==> config.mk <==
export PLATFORM = sky130hd
export DESIGN_NAME = pipeline_hazard_ctrl_flat
export DESIGN_NICKNAME = d
export VERILOG_FILES = /design/src/rtl/pipeline_hazard_ctrl_if.sv /design/src/rtl/pipeline_hazard_ctrl.sv /design/src/flat_wrapper.sv
export SDC_FILE = /design/constraint.sdc
export NUM_CORES = 1
export LEC_CHECK = 0
export CORE_AREA = 3 3 40 42
export DETAILED_ROUTE_END_ITERATION = 16
export DIE_AREA = 0 0 43 45
export GPL_ROUTABILITY_DRIVEN = 0
export SYNTH_ARGS = -nofsm -noshare
export SYNTH_HDL_FRONTEND = slang
export SYNTH_SLANG_ARGS = --single-unit
==> constraint.sdc <==
create_clock -name clk -period 1.75 [get_ports clk]
set_clock_uncertainty 0.05 [all_clocks]
set_input_delay 0.2625 -clock clk [delete_from_list [all_inputs] [get_ports clk]]
set_output_delay 0.2625 -clock clk [all_outputs]
set_load 0.005 [all_outputs]
==> src/rtl/pipeline_hazard_ctrl_if.sv <==
// pipeline_hazard_ctrl_if
//   Bundles the hazard controller's pipeline-facing signals.
//   master modport: the core side. It drives the hazard inputs and
//     receives the enables, flushes and forwarding selects.
//   slave modport: the hazard controller itself.
//   Inputs to controller:
//     id_rs1_addr/id_rs2_addr, id_rs1_used/id_rs2_used,
//     ex_rd_addr, ex_reg_wb, ex_mem_read,
//     mem_rd_addr, mem_reg_wb, branch_taken, mem_busy.
//   Outputs from controller:
//     pc_en, fd_en, fd_flush, ex_en, ex_flush, mem_en,
//     fwd_a_sel, fwd_b_sel.
//   Optional, only with HAZ_PERF_CNT_EN defined: stall_cycles, flush_events.
interface pipeline_hazard_ctrl_if;
  logic [2:0]  id_rs1_addr;
  logic [2:0]  id_rs2_addr;
  logic        id_rs1_used;
  logic        id_rs2_used;
  logic [2:0]  ex_rd_addr;
  logic        ex_reg_wb;
  logic        ex_mem_read;
  logic [2:0]  mem_rd_addr;
  logic        mem_reg_wb;
  logic        branch_taken;
  logic        mem_busy;
  logic        pc_en;
  logic        fd_en;
  logic        fd_flush;
  logic        ex_en;
  logic        ex_flush;
  logic        mem_en;
  logic [1:0]  fwd_a_sel;
  logic [1:0]  fwd_b_sel;
`ifdef HAZ_PERF_CNT_EN
  logic [15:0] stall_cycles;
  logic [15:0] flush_events;
`endif

  modport master (
    output id_rs1_addr, id_rs2_addr, id_rs1_used, id_rs2_used,
           ex_rd_addr, ex_reg_wb, ex_mem_read, mem_rd_addr, mem_reg_wb,
           branch_taken, mem_busy,
    input  pc_en, fd_en, fd_flush, ex_en, ex_flush, mem_en,
           fwd_a_sel, fwd_b_sel
`ifdef HAZ_PERF_CNT_EN
    , input stall_cycles, flush_events
`endif
  );

  modport slave (
    input  id_rs1_addr, id_rs2_addr, id_rs1_used, id_rs2_used,
           ex_rd_addr, ex_reg_wb, ex_mem_read, mem_rd_addr, mem_reg_wb,
           branch_taken, mem_busy,
    output pc_en, fd_en, fd_flush, ex_en, ex_flush, mem_en,
           fwd_a_sel, fwd_b_sel
`ifdef HAZ_PERF_CNT_EN
    , output stall_cycles, flush_events
`endif
  );
endinterface

==> src/rtl/pipeline_hazard_ctrl.sv <==
// pipeline_hazard_ctrl
//   Central stall / flush / forwarding controller for the 10-bit core.
//   Sequences load-use bubbles, taken-branch flush penalties and
//   memory-wait freezes with a small state machine (st, cnt). All
//   outputs are combinational from st, cnt and the current inputs.
//   Ports:
//     clk   : system clock, rising edge
//     reset : synchronous, active-high
//     hz    : pipeline_hazard_ctrl_if.slave (hazard inputs, enables,
//             flushes, forwarding selects)
//   Optional feature macro HAZ_PERF_CNT_EN: adds saturating 16-bit
//   stall_cycles / flush_events counters on the interface.
module pipeline_hazard_ctrl #(
  parameter int LOAD_STALL_CYCLES = 1,
  parameter int BRANCH_PENALTY    = 1,
  parameter int R0_IS_ZERO        = 1
) (
  input  logic                   clk,
  input  logic                   reset,
  pipeline_hazard_ctrl_if.slave  hz
);

  typedef enum logic [1:0] {
    RUN      = 2'd0,
    LD_STALL = 2'd1,
    BR_FLUSH = 2'd2
  } st_t;

  localparam logic [2:0] LD_RELOAD = 3'(LOAD_STALL_CYCLES - 1);
  localparam logic [2:0] BR_RELOAD = 3'(BRANCH_PENALTY - 1);

  st_t        st;
  logic [2:0] cnt;
  logic       load_use;

  // Register 0 is hardwired to zero, so it never produces a real dependency.
  function automatic logic addr_match(input logic [2:0] x, input logic [2:0] y);
    return (x == y) && !((R0_IS_ZERO != 0) && (x == 3'd0));
  endfunction

  // A load still in EX-MEM cannot forward; it falls through to MEM-WB or regfile.
  function automatic logic [1:0] fwd_sel(input logic [2:0] rs);
    if (hz.ex_reg_wb && !hz.ex_mem_read && addr_match(hz.ex_rd_addr, rs))
      return 2'b01;
    else if (hz.mem_reg_wb && addr_match(hz.mem_rd_addr, rs))
      return 2'b10;
    else
      return 2'b00;
  endfunction

  assign load_use = hz.ex_mem_read && hz.ex_reg_wb &&
                    ((hz.id_rs1_used && addr_match(hz.ex_rd_addr, hz.id_rs1_addr)) ||
                     (hz.id_rs2_used && addr_match(hz.ex_rd_addr, hz.id_rs2_addr)));

  // Output decode: reset > mem_busy > branch_taken > stall/flush sequencing
  always_comb begin
    hz.pc_en     = 1'b1;
    hz.fd_en     = 1'b1;
    hz.fd_flush  = 1'b0;
    hz.ex_en     = 1'b1;
    hz.ex_flush  = 1'b0;
    hz.mem_en    = 1'b1;
    hz.fwd_a_sel = fwd_sel(hz.id_rs1_addr);
    hz.fwd_b_sel = fwd_sel(hz.id_rs2_addr);
    if (reset) begin
      hz.pc_en     = 1'b0;
      hz.fd_en     = 1'b0;
      hz.ex_en     = 1'b0;
      hz.mem_en    = 1'b0;
      hz.fd_flush  = 1'b1;
      hz.ex_flush  = 1'b1;
      hz.fwd_a_sel = 2'b00;
      hz.fwd_b_sel = 2'b00;
    end else if (hz.mem_busy) begin
      hz.pc_en  = 1'b0;
      hz.fd_en  = 1'b0;
      hz.ex_en  = 1'b0;
      hz.mem_en = 1'b0;
    end else if (hz.branch_taken) begin
      hz.fd_flush = 1'b1;
      hz.ex_flush = 1'b1;
    end else if (st == BR_FLUSH) begin
      hz.fd_flush = 1'b1;
    end else if (st == LD_STALL || load_use) begin
      hz.pc_en    = 1'b0;
      hz.fd_en    = 1'b0;
      hz.ex_flush = 1'b1;
    end
  end

  // State register: a freeze holds st/cnt; cnt exits at 1 so it never wraps.
  always_ff @(posedge clk) begin
    if (reset) begin
      st  <= RUN;
      cnt <= 3'd0;
    end else if (!hz.mem_busy) begin
      if (hz.branch_taken) begin
        if (BRANCH_PENALTY > 1) begin
          st  <= BR_FLUSH;
          cnt <= BR_RELOAD;
        end else begin
          st  <= RUN;
          cnt <= 3'd0;
        end
      end else begin
        case (st)
          RUN: begin
            if (load_use && (LOAD_STALL_CYCLES > 1)) begin
              st  <= LD_STALL;
              cnt <= LD_RELOAD;
            end
          end
          LD_STALL, BR_FLUSH: begin
            cnt <= cnt - 3'd1;
            if (cnt == 3'd1)
              st <= RUN;
          end
          default: begin
            st  <= RUN;
            cnt <= 3'd0;
          end
        endcase
      end
    end
  end

`ifdef HAZ_PERF_CNT_EN
  // Performance counters, saturating at all-ones.
  always_ff @(posedge clk) begin
    if (reset) begin
      hz.stall_cycles <= 16'd0;
      hz.flush_events <= 16'd0;
    end else begin
      if (!hz.pc_en && (hz.stall_cycles != 16'hFFFF))
        hz.stall_cycles <= hz.stall_cycles + 16'd1;
      if (hz.branch_taken && !hz.mem_busy && (hz.flush_events != 16'hFFFF))
        hz.flush_events <= hz.flush_events + 16'd1;
    end
  end
`endif

endmodule

==> src/flat_wrapper.sv <==
// flat-port wrapper written by rule: the top's interface ports become plain ports
module pipeline_hazard_ctrl_flat 
#(
  parameter int LOAD_STALL_CYCLES = 1,
  parameter int BRANCH_PENALTY    = 1,
  parameter int R0_IS_ZERO        = 1
)
  (clk, reset, hz_id_rs1_addr, hz_id_rs2_addr, hz_id_rs1_used, hz_id_rs2_used, hz_ex_rd_addr, hz_ex_reg_wb, hz_ex_mem_read, hz_mem_rd_addr, hz_mem_reg_wb, hz_branch_taken, hz_mem_busy, hz_pc_en, hz_fd_en, hz_fd_flush, hz_ex_en, hz_ex_flush, hz_mem_en, hz_fwd_a_sel, hz_fwd_b_sel);
  pipeline_hazard_ctrl_if hz_i ();
  input  logic clk;
  input  logic reset;
  input wire logic [$bits(hz_i.id_rs1_addr)-1:0] hz_id_rs1_addr;
  input wire logic [$bits(hz_i.id_rs2_addr)-1:0] hz_id_rs2_addr;
  input wire logic [$bits(hz_i.id_rs1_used)-1:0] hz_id_rs1_used;
  input wire logic [$bits(hz_i.id_rs2_used)-1:0] hz_id_rs2_used;
  input wire logic [$bits(hz_i.ex_rd_addr)-1:0] hz_ex_rd_addr;
  input wire logic [$bits(hz_i.ex_reg_wb)-1:0] hz_ex_reg_wb;
  input wire logic [$bits(hz_i.ex_mem_read)-1:0] hz_ex_mem_read;
  input wire logic [$bits(hz_i.mem_rd_addr)-1:0] hz_mem_rd_addr;
  input wire logic [$bits(hz_i.mem_reg_wb)-1:0] hz_mem_reg_wb;
  input wire logic [$bits(hz_i.branch_taken)-1:0] hz_branch_taken;
  input wire logic [$bits(hz_i.mem_busy)-1:0] hz_mem_busy;
  output wire logic [$bits(hz_i.pc_en)-1:0] hz_pc_en;
  output wire logic [$bits(hz_i.fd_en)-1:0] hz_fd_en;
  output wire logic [$bits(hz_i.fd_flush)-1:0] hz_fd_flush;
  output wire logic [$bits(hz_i.ex_en)-1:0] hz_ex_en;
  output wire logic [$bits(hz_i.ex_flush)-1:0] hz_ex_flush;
  output wire logic [$bits(hz_i.mem_en)-1:0] hz_mem_en;
  output wire logic [$bits(hz_i.fwd_a_sel)-1:0] hz_fwd_a_sel;
  output wire logic [$bits(hz_i.fwd_b_sel)-1:0] hz_fwd_b_sel;
  assign hz_i.id_rs1_addr = hz_id_rs1_addr;
  assign hz_i.id_rs2_addr = hz_id_rs2_addr;
  assign hz_i.id_rs1_used = hz_id_rs1_used;
  assign hz_i.id_rs2_used = hz_id_rs2_used;
  assign hz_i.ex_rd_addr = hz_ex_rd_addr;
  assign hz_i.ex_reg_wb = hz_ex_reg_wb;
  assign hz_i.ex_mem_read = hz_ex_mem_read;
  assign hz_i.mem_rd_addr = hz_mem_rd_addr;
  assign hz_i.mem_reg_wb = hz_mem_reg_wb;
  assign hz_i.branch_taken = hz_branch_taken;
  assign hz_i.mem_busy = hz_mem_busy;
  assign hz_pc_en = hz_i.pc_en;
  assign hz_fd_en = hz_i.fd_en;
  assign hz_fd_flush = hz_i.fd_flush;
  assign hz_ex_en = hz_i.ex_en;
  assign hz_ex_flush = hz_i.ex_flush;
  assign hz_mem_en = hz_i.mem_en;
  assign hz_fwd_a_sel = hz_i.fwd_a_sel;
  assign hz_fwd_b_sel = hz_i.fwd_b_sel;
  pipeline_hazard_ctrl #(.LOAD_STALL_CYCLES(LOAD_STALL_CYCLES), .BRANCH_PENALTY(BRANCH_PENALTY), .R0_IS_ZERO(R0_IS_ZERO)) u_core (.clk(clk), .reset(reset), .hz(hz_i));
endmodule
; Word level (Yosys, flattened, before mapping)
; Index checks and enable logic that the tools add are counted.
; Widths: inputs -> output; s select.
[classes]
mux = 27
bitwise = 1
add_sub_neg = 1
eq_ne = 9
reduce_logical = 24
[ops]
columns = op, n
row1 = $mux 1, 16
row2 = $mux 2, 8
row3 = $logic_and 1x1->1, 13
row4 = $eq 3x3->1, 4
row5 = $logic_not 3->1, 2
row6 = $pmux 3 s2, 1
row7 = $pmux 2 s2, 1
row8 = $eq 3x1->1 const B, 1
row9 = $logic_not 1->1, 3
row10 = $mux 3, 1
row11 = $ne 3x2->1 const B, 1
row12 = $reduce_and 3->1, 1
row13 = $sub 3x1->3 const B, 1
row14 = $eq 2x1->1 const B, 1
row15 = $eq 2x2->1 const B, 1
row16 = $logic_not 2->1, 1
row17 = $logic_or 1x1->1, 2
row18 = $ne 2x2->1 const B, 1
row19 = $reduce_and 2->1, 1
row20 = $reduce_or 2->1, 1
row21 = $not 1->1, 1
[totals]
in_bits = 21
ff_bits = 5
output_inout_bits = 10

; Depth between registers and ports, before layout
; Gate-level depths: netlist of run 1.
[depth]
word_depth = 12
depth_mapped = 5
mapped_depth_nobuf = 4

; Worst setup path before layout of run 1
; OpenSTA, ideal clock, no wires.
[synth_path]
path_kind = input port to output port
from = in hz_ex_rd_addr[0]
to = out hz_pc_en
required_time_ps = 1437
stages = 5
arrival_ps = 1319
path_slack_ps = 118
path_buffers = 1
cell_sequence = xor2_1 > nor4_2 > a22oi_1 > o31a_1 > buf_4
[synth_via]
elab_chain_cells = 12
word_cells_on_any_way = 16
cone_classes = eq/ne (2) / mux (5) / reduce/logical (9)
[synth_rtl]
columns = element, line
row1 = start: declaration, flat_wrapper.sv:16  ; input wire logic [$bits(hz_i.ex_rd_addr)-1:0] hz_ex_rd_addr;
row2 = $logic_not 3->1, pipeline_hazard_ctrl.sv:38  ; return (x == y) && !((R0_IS_ZERO != 0) && (x == 3'd0));
row3 = $logic_not 1->1, pipeline_hazard_ctrl.sv:38
row4 = $logic_and 1x1->1, pipeline_hazard_ctrl.sv:38
row5 = "$logic_and 1x1->1, on equally long branches", "pipeline_hazard_ctrl.sv:52, pipeline_hazard_ctrl.sv:53"
row6 = $logic_or 1x1->1 *, pipeline_hazard_ctrl.sv:52  ; ((hz.id_rs1_used && addr_match(hz.ex_rd_addr, hz.id_rs1_addr)) ||
row7 = $logic_and 1x1->1 *, pipeline_hazard_ctrl.sv:51  ; assign load_use = hz.ex_mem_read && hz.ex_reg_wb &&
row8 = $logic_or 1x1->1 *, pipeline_hazard_ctrl.sv:84  ; end else if (st == LD_STALL || load_use) begin
row9 = $mux 1 * (5 in series), -
row10 = end: declaration, flat_wrapper.sv:23  ; output wire logic [$bits(hz_i.pc_en)-1:0] hz_pc_en;
; Every way passes the cells marked *; elsewhere a longest branch is shown, timed or not.

; Final worst setup path of run 1
[layout_path]
from = in hz_ex_rd_addr[1]
to = out hz_ex_flush
[layout_via]
elab_chain_cells = 12
word_cells_on_any_way = 16
cone_classes = eq/ne (2) / mux (5) / reduce/logical (9)
[layout_rtl]
columns = element, line
row1 = $logic_not 3->1, pipeline_hazard_ctrl.sv:38
row2 = $logic_not 1->1, pipeline_hazard_ctrl.sv:38
row3 = $logic_and 1x1->1, pipeline_hazard_ctrl.sv:38
row4 = "$logic_and 1x1->1, on equally long branches", "pipeline_hazard_ctrl.sv:52, pipeline_hazard_ctrl.sv:53"
row5 = $logic_or 1x1->1 *, pipeline_hazard_ctrl.sv:52
row6 = $logic_and 1x1->1 *, pipeline_hazard_ctrl.sv:51
row7 = $logic_or 1x1->1 *, pipeline_hazard_ctrl.sv:84
row8 = $mux 1 *, pipeline_hazard_ctrl.sv:84
row9 = $mux 1 *, pipeline_hazard_ctrl.sv:82  ; end else if (st == BR_FLUSH) begin
row10 = $mux 1 *, pipeline_hazard_ctrl.sv:79  ; end else if (hz.branch_taken) begin
row11 = $mux 1 *, pipeline_hazard_ctrl.sv:74  ; end else if (hz.mem_busy) begin
row12 = $mux 1 *, pipeline_hazard_ctrl.sv:65  ; if (reset) begin
row13 = end: declaration, flat_wrapper.sv:27  ; output wire logic [$bits(hz_i.ex_flush)-1:0] hz_ex_flush;
; Marked as above.

==> flow_metrics.tcl, run 1 <==
set metrics [dict create \
    worstPathCellList "buf_8 > xor2_2 > nor4_2 > a22oi_1 > buf_4 > o31ai_2 > buf_2" \
    yosys.area.top_type "xnor2_1" \
    pin_count 31 \
    worstPathArrival_ns 1.59 \
    track_usage_pct 12.0 \
    instances_no_fill 91 \
    cap_violations 0 \
    cpLargestDelayFamily "buffers and inverters" \
    crit_path_end_kind "output pin" \
    area_growth_pct 170 \
    p_leak_nw 0.328 \
    rsz0062_at_grt "true" \
    hp-class "in2out" \
    ys_warn_count 0 \
    crit_path_top_delay_cell "nor4_2" \
    synth_nets 56 \
    timing.final.crit_period_ns 1.90 \
    antenna_found_initial 0 \
    post-route-util_pct 53.8 \
    worst_slew_pin_slew_ns 0.347 \
    synthCells 35 \
    nNetsFinal 99 \
    core-area_um2 1280 \
    num_antenna_cells 0 \
    ys_types 18 \
    crit_path_max_fanout 3 \
    drt_wl_total_mm 1.17 \
    initialDrtViolationCount 3 \
    place_inst 88 \
    synth_top_area_share_pct 20.5 \
    setup_viol 3 \
    seq_cell_count 0 \
    violations "negative setup slack" \
    register_area_um2 0 \
    die_x_um 43 \
    ant_nets 0 \
    cp_num_buf_inv 3 \
    outcome "finished, violations left" \
    whs_ns 0.868 \
    cpPeakStageDelay_ns 0.36 \
    final_cell_mix "buf_4 (14), buf_2 (9), clkdlybuf4s50_1 (7), xnor2_1 (6), dlygate4sd2_1 (4)" \
    maxSlewViolCount 0 \
    layout_commonest_cell "buf_4" \
    grt_max_degree 5 \
    dr.pass1.iters 4 \
    seq_area_frac_synth_pct 0 \
    p_per_area_nw_per_um2 226 \
    drive_gt1_share_pct 56.6 \
    nClkBuffers 0 \
    hold_violations 0 \
    dieArea_um2 1940 \
    routedWlPerCell_um 12.9 \
    vias_per_cell 4.38 \
    syn_avg_cell_area_um2 7.33 \
    start_util_pct 20.0 \
    row_count 13 \
    via_count 399 \
    grt_overflow 0 \
    fillCellCount 142 \
    cp-start-kind "primary input" \
    remaining_drc_errors 0 \
    ir_drop_mv 0.0881 \
    syn-cell-area_um2 256 \
    criticalPathCategory "in2out" \
    grt_pass1_wl_mm 1.85 \
    fmax_mhz 527 \
    first_global_vias 396 \
    fin_crit_sh_pct 109 \
    worst_slack_ns -0.149 \
    synthTopCellsByArea "xnor2_1 (20%), xor2_1 (20%), nor4_2 (9.8%)" \
    slew_headroom_pct 76.8 \
    required_ns 1.44 \
    design_area_um2 692 \
    die_h_um 45 \
    ctsHoldBuffers 0 \
    place_area_um2 636 \
    portBuffers 30 \
]
==> final timing paths <==
check | from | end | slack [ns] | depth (start not counted)
max | hz_ex_rd_addr[1] | hz_ex_flush | -0.15 | 7
min | hz_mem_busy | hz_ex_flush | 0.87 | 3
==> cells in the mapped netlist (all sizes together) <==
master  n
xnor2   6
xor2    6
inv     3
a211oi  2
and3    2
buf     2
nand3   2
nor3    2
nor4    2
a21oi   1
a22oi   1
nand2   1
nor2    1
nor2b   1
o311ai  1
o31a    1
o31ai   1
==> timing repair <==
action / in CTS / in global routing
gates resized for setup: 79 / 14
setup endpoints to repair: 10 / 8
pin swaps: 12 / 1
buffers inserted: 6 / 1
==> power breakdown <==
part	internal (W)	switching (W)	leakage (nW)
clock	0	0	0
combinational	0.0000933	0.0000634	0.328
sequential	0	0	0
total	0.0000933	0.0000634	0.328
==> layer usage <==
metal	wire [um]	GRT usage (%)	vias to the layer above
met4	0	0	0
li1	-	-	205
met5	0	0	-
met3	53	0.398	0
met1	476	15.8	180
met2	641	23.1	14
==> cell families (layout without fill, tap and decap cells) <==
| kind of cell | count (synthesis) | in the layout | synth area share [%] |
|---|---|---|---|
| xor+xnor | 12 | 12 | 41.0 |
| simple gates | 11 | 11 | 28.3 |
| compound gates | 7 | 7 | 20.5 |
| buf+inv | 5 | 46 | 10.2 |
==> cell type report <==
class                           instances  area (um^2)  share of cell area [%]
Multi-Input combinational cell         30          302                    43.6
Inverter                                3         11.3                    1.63
Timing Repair Buffer                   43          360                    52.1
Tap cell                               15         18.8                    2.71
==> per-stage QoR <==
stage	TNS, ns	total power, W	setup slack (ns)
2_1_floorplan	0	0.0000475	0.118
3_3_place_gp	-4.77	0.000143	-0.750
3_5_place_dp	-5.06	0.000144	-0.811
4_1_cts	-0.364	0.000153	-0.108
5_1_grt	-0.708	0.000170	-0.239
6_report	-0.443	0.000157	-0.149
Note: power is estimated with default switching activity, not from simulation.
==> inputs of run 2 (changes only) <==
--- a/config.mk
+++ b/config.mk
@@ -9,6 +9,7 @@
 export DETAILED_ROUTE_END_ITERATION = 16
 export DIE_AREA = 0 0 43 45
 export GPL_ROUTABILITY_DRIVEN = 0
+export SKIP_LAST_GASP = 1
 export SYNTH_ARGS = -nofsm -noshare
 export SYNTH_HDL_FRONTEND = slang
 export SYNTH_SLANG_ARGS = --single-unit
==> run 2 against run 1 <==
The flow still finishes with violations (negative setup slack); via count increased by 2.5%; cell area increased by 3.1%; non-clock buffer count increased by 2; largest cell class unchanged; largest power group unchanged.
==> flow_metrics.tcl, run 2 (synthesis results as in run 1) <==
set metrics [dict create \
    core-area_um2 1280 \
    required_ns 1.44 \
    worstPathArrival_ns 1.58 \
    area_growth_pct 178 \
    vias_per_cell 4.40 \
    initialDrtViolationCount 4 \
    drt_wl_total_mm 1.20 \
    layout_commonest_cell "buf_4" \
    p_leak_nw 0.337 \
    p_per_area_nw_per_um2 230 \
    ant_nets 0 \
    ctsHoldBuffers 0 \
    register_area_um2 0 \
    num_antenna_cells 0 \
    worst_slew_pin_slew_ns 0.317 \
    nClkBuffers 0 \
    drive_gt1_share_pct 53.8 \
    criticalPathCategory "in2out" \
    grt_max_degree 5 \
    dr.pass1.iters 2 \
    fmax_mhz 527 \
    outcome "finished, violations left" \
    cp-start-kind "primary input" \
    tns_ns -0.583 \
    cap_violations 0 \
    grt_pass1_wl_mm 1.85 \
    routedWlPerCell_um 12.9 \
    post-route-util_pct 55.5 \
    first_global_vias 396 \
    ir_drop_mv 0.0980 \
    remaining_drc_errors 0 \
    start_util_pct 20.0 \
    maxSlewViolCount 0 \
    setup_viol 5 \
    nNetsFinal 101 \
    antenna_found_initial 0 \
    whs_ns 0.892 \
    hold_violations 0 \
    cp_num_buf_inv 3 \
    hold_depth 3 \
    violations "negative setup slack" \
    slew_headroom_pct 78.7 \
    fin_crit_sh_pct 108 \
    seq_cell_count 0 \
    cpPeakStageDelay_ns 0.36 \
    crit_path_top_delay_cell "nor4_2" \
    portBuffers 30 \
    die_x_um 43 \
    worstPathCellList "buf_8 > xor2_2 > nor4_2 > a22oi_1 > buf_4 > o31ai_4 > buf_2" \
    final_cell_mix "buf_4 (15), buf_2 (9), clkdlybuf4s50_1 (8), xnor2_1 (6), dlygate4sd2_1 (5)" \
    track_usage_pct 12.0 \
    hp-class "in2out" \
    cpLargestDelayFamily "buffers and inverters" \
    crit_path_end_kind "output pin" \
    worst_slack_ns -0.146 \
    dieArea_um2 1940 \
    via_count 409 \
    die_h_um 45 \
    row_count 13 \
    crit_path_max_fanout 2 \
    grt_overflow 0 \
    rsz0062_at_grt "true" \
    critical_path_cell_count 7 \
    pin_count 31 \
    timing.final.crit_period_ns 1.90 \
]
[run 2: routing by layer]
metal | vias to the layer above | share of wire [%] | GRT usage, %
li1 | 209 | - | -
met3 | 0 | 4.3 | 0.398
met1 | 186 | 41 | 15.8
met2 | 14 | 54 | 23.1
met4 | 0 | 0 | 0
met5 | - | 0 | 0
[run 2: worst paths after layout]
path | start | to | slack, ns
worst max-delay path | hz_id_rs1_addr[1] | hz_ex_flush | -0.15
worst min-delay path | hz_mem_busy | hz_ex_flush | 0.89
[run 2: final cells by class]
class	instances	area [um^2]
tap	15	18.8
fill	142	572
timing repair buffer	45	388
inverter	3	11.3
multi-input combinational	30	295
[run 2: stage by stage]
stage | std cells | power (W) | setup slack (ns) | instance area [um^2]
3_3_place_gp | 88 | 0.000143 | -0.750 | 636
5_1_grt | 93 | 0.000176 | -0.228 | 713
4_1_cts | 93 | 0.000151 | -0.108 | 656
3_5_place_dp | 88 | 0.000144 | -0.811 | 636
2_1_floorplan | 35 | 0.0000475 | 0.118 | 256
6_report | 93 | 0.000164 | -0.146 | 713
[run 2: repair_timing]
action | 4_1_cts | 5_1_grt
setup buffers | 6 | 2
gates resized for setup | 78 | 13
setup endpoints to repair | 10 | 8
pin swaps | 12 | 5
[run 2: where the power goes]
part / switching, W / total (W) / internal (W)
Sequential: 0 / 0 / 0
Clock: 0 / 0 / 0
Combinational: 0.0000646 / 0.000164 / 0.0000992
Total: 0.0000646 / 0.000164 / 0.0000992
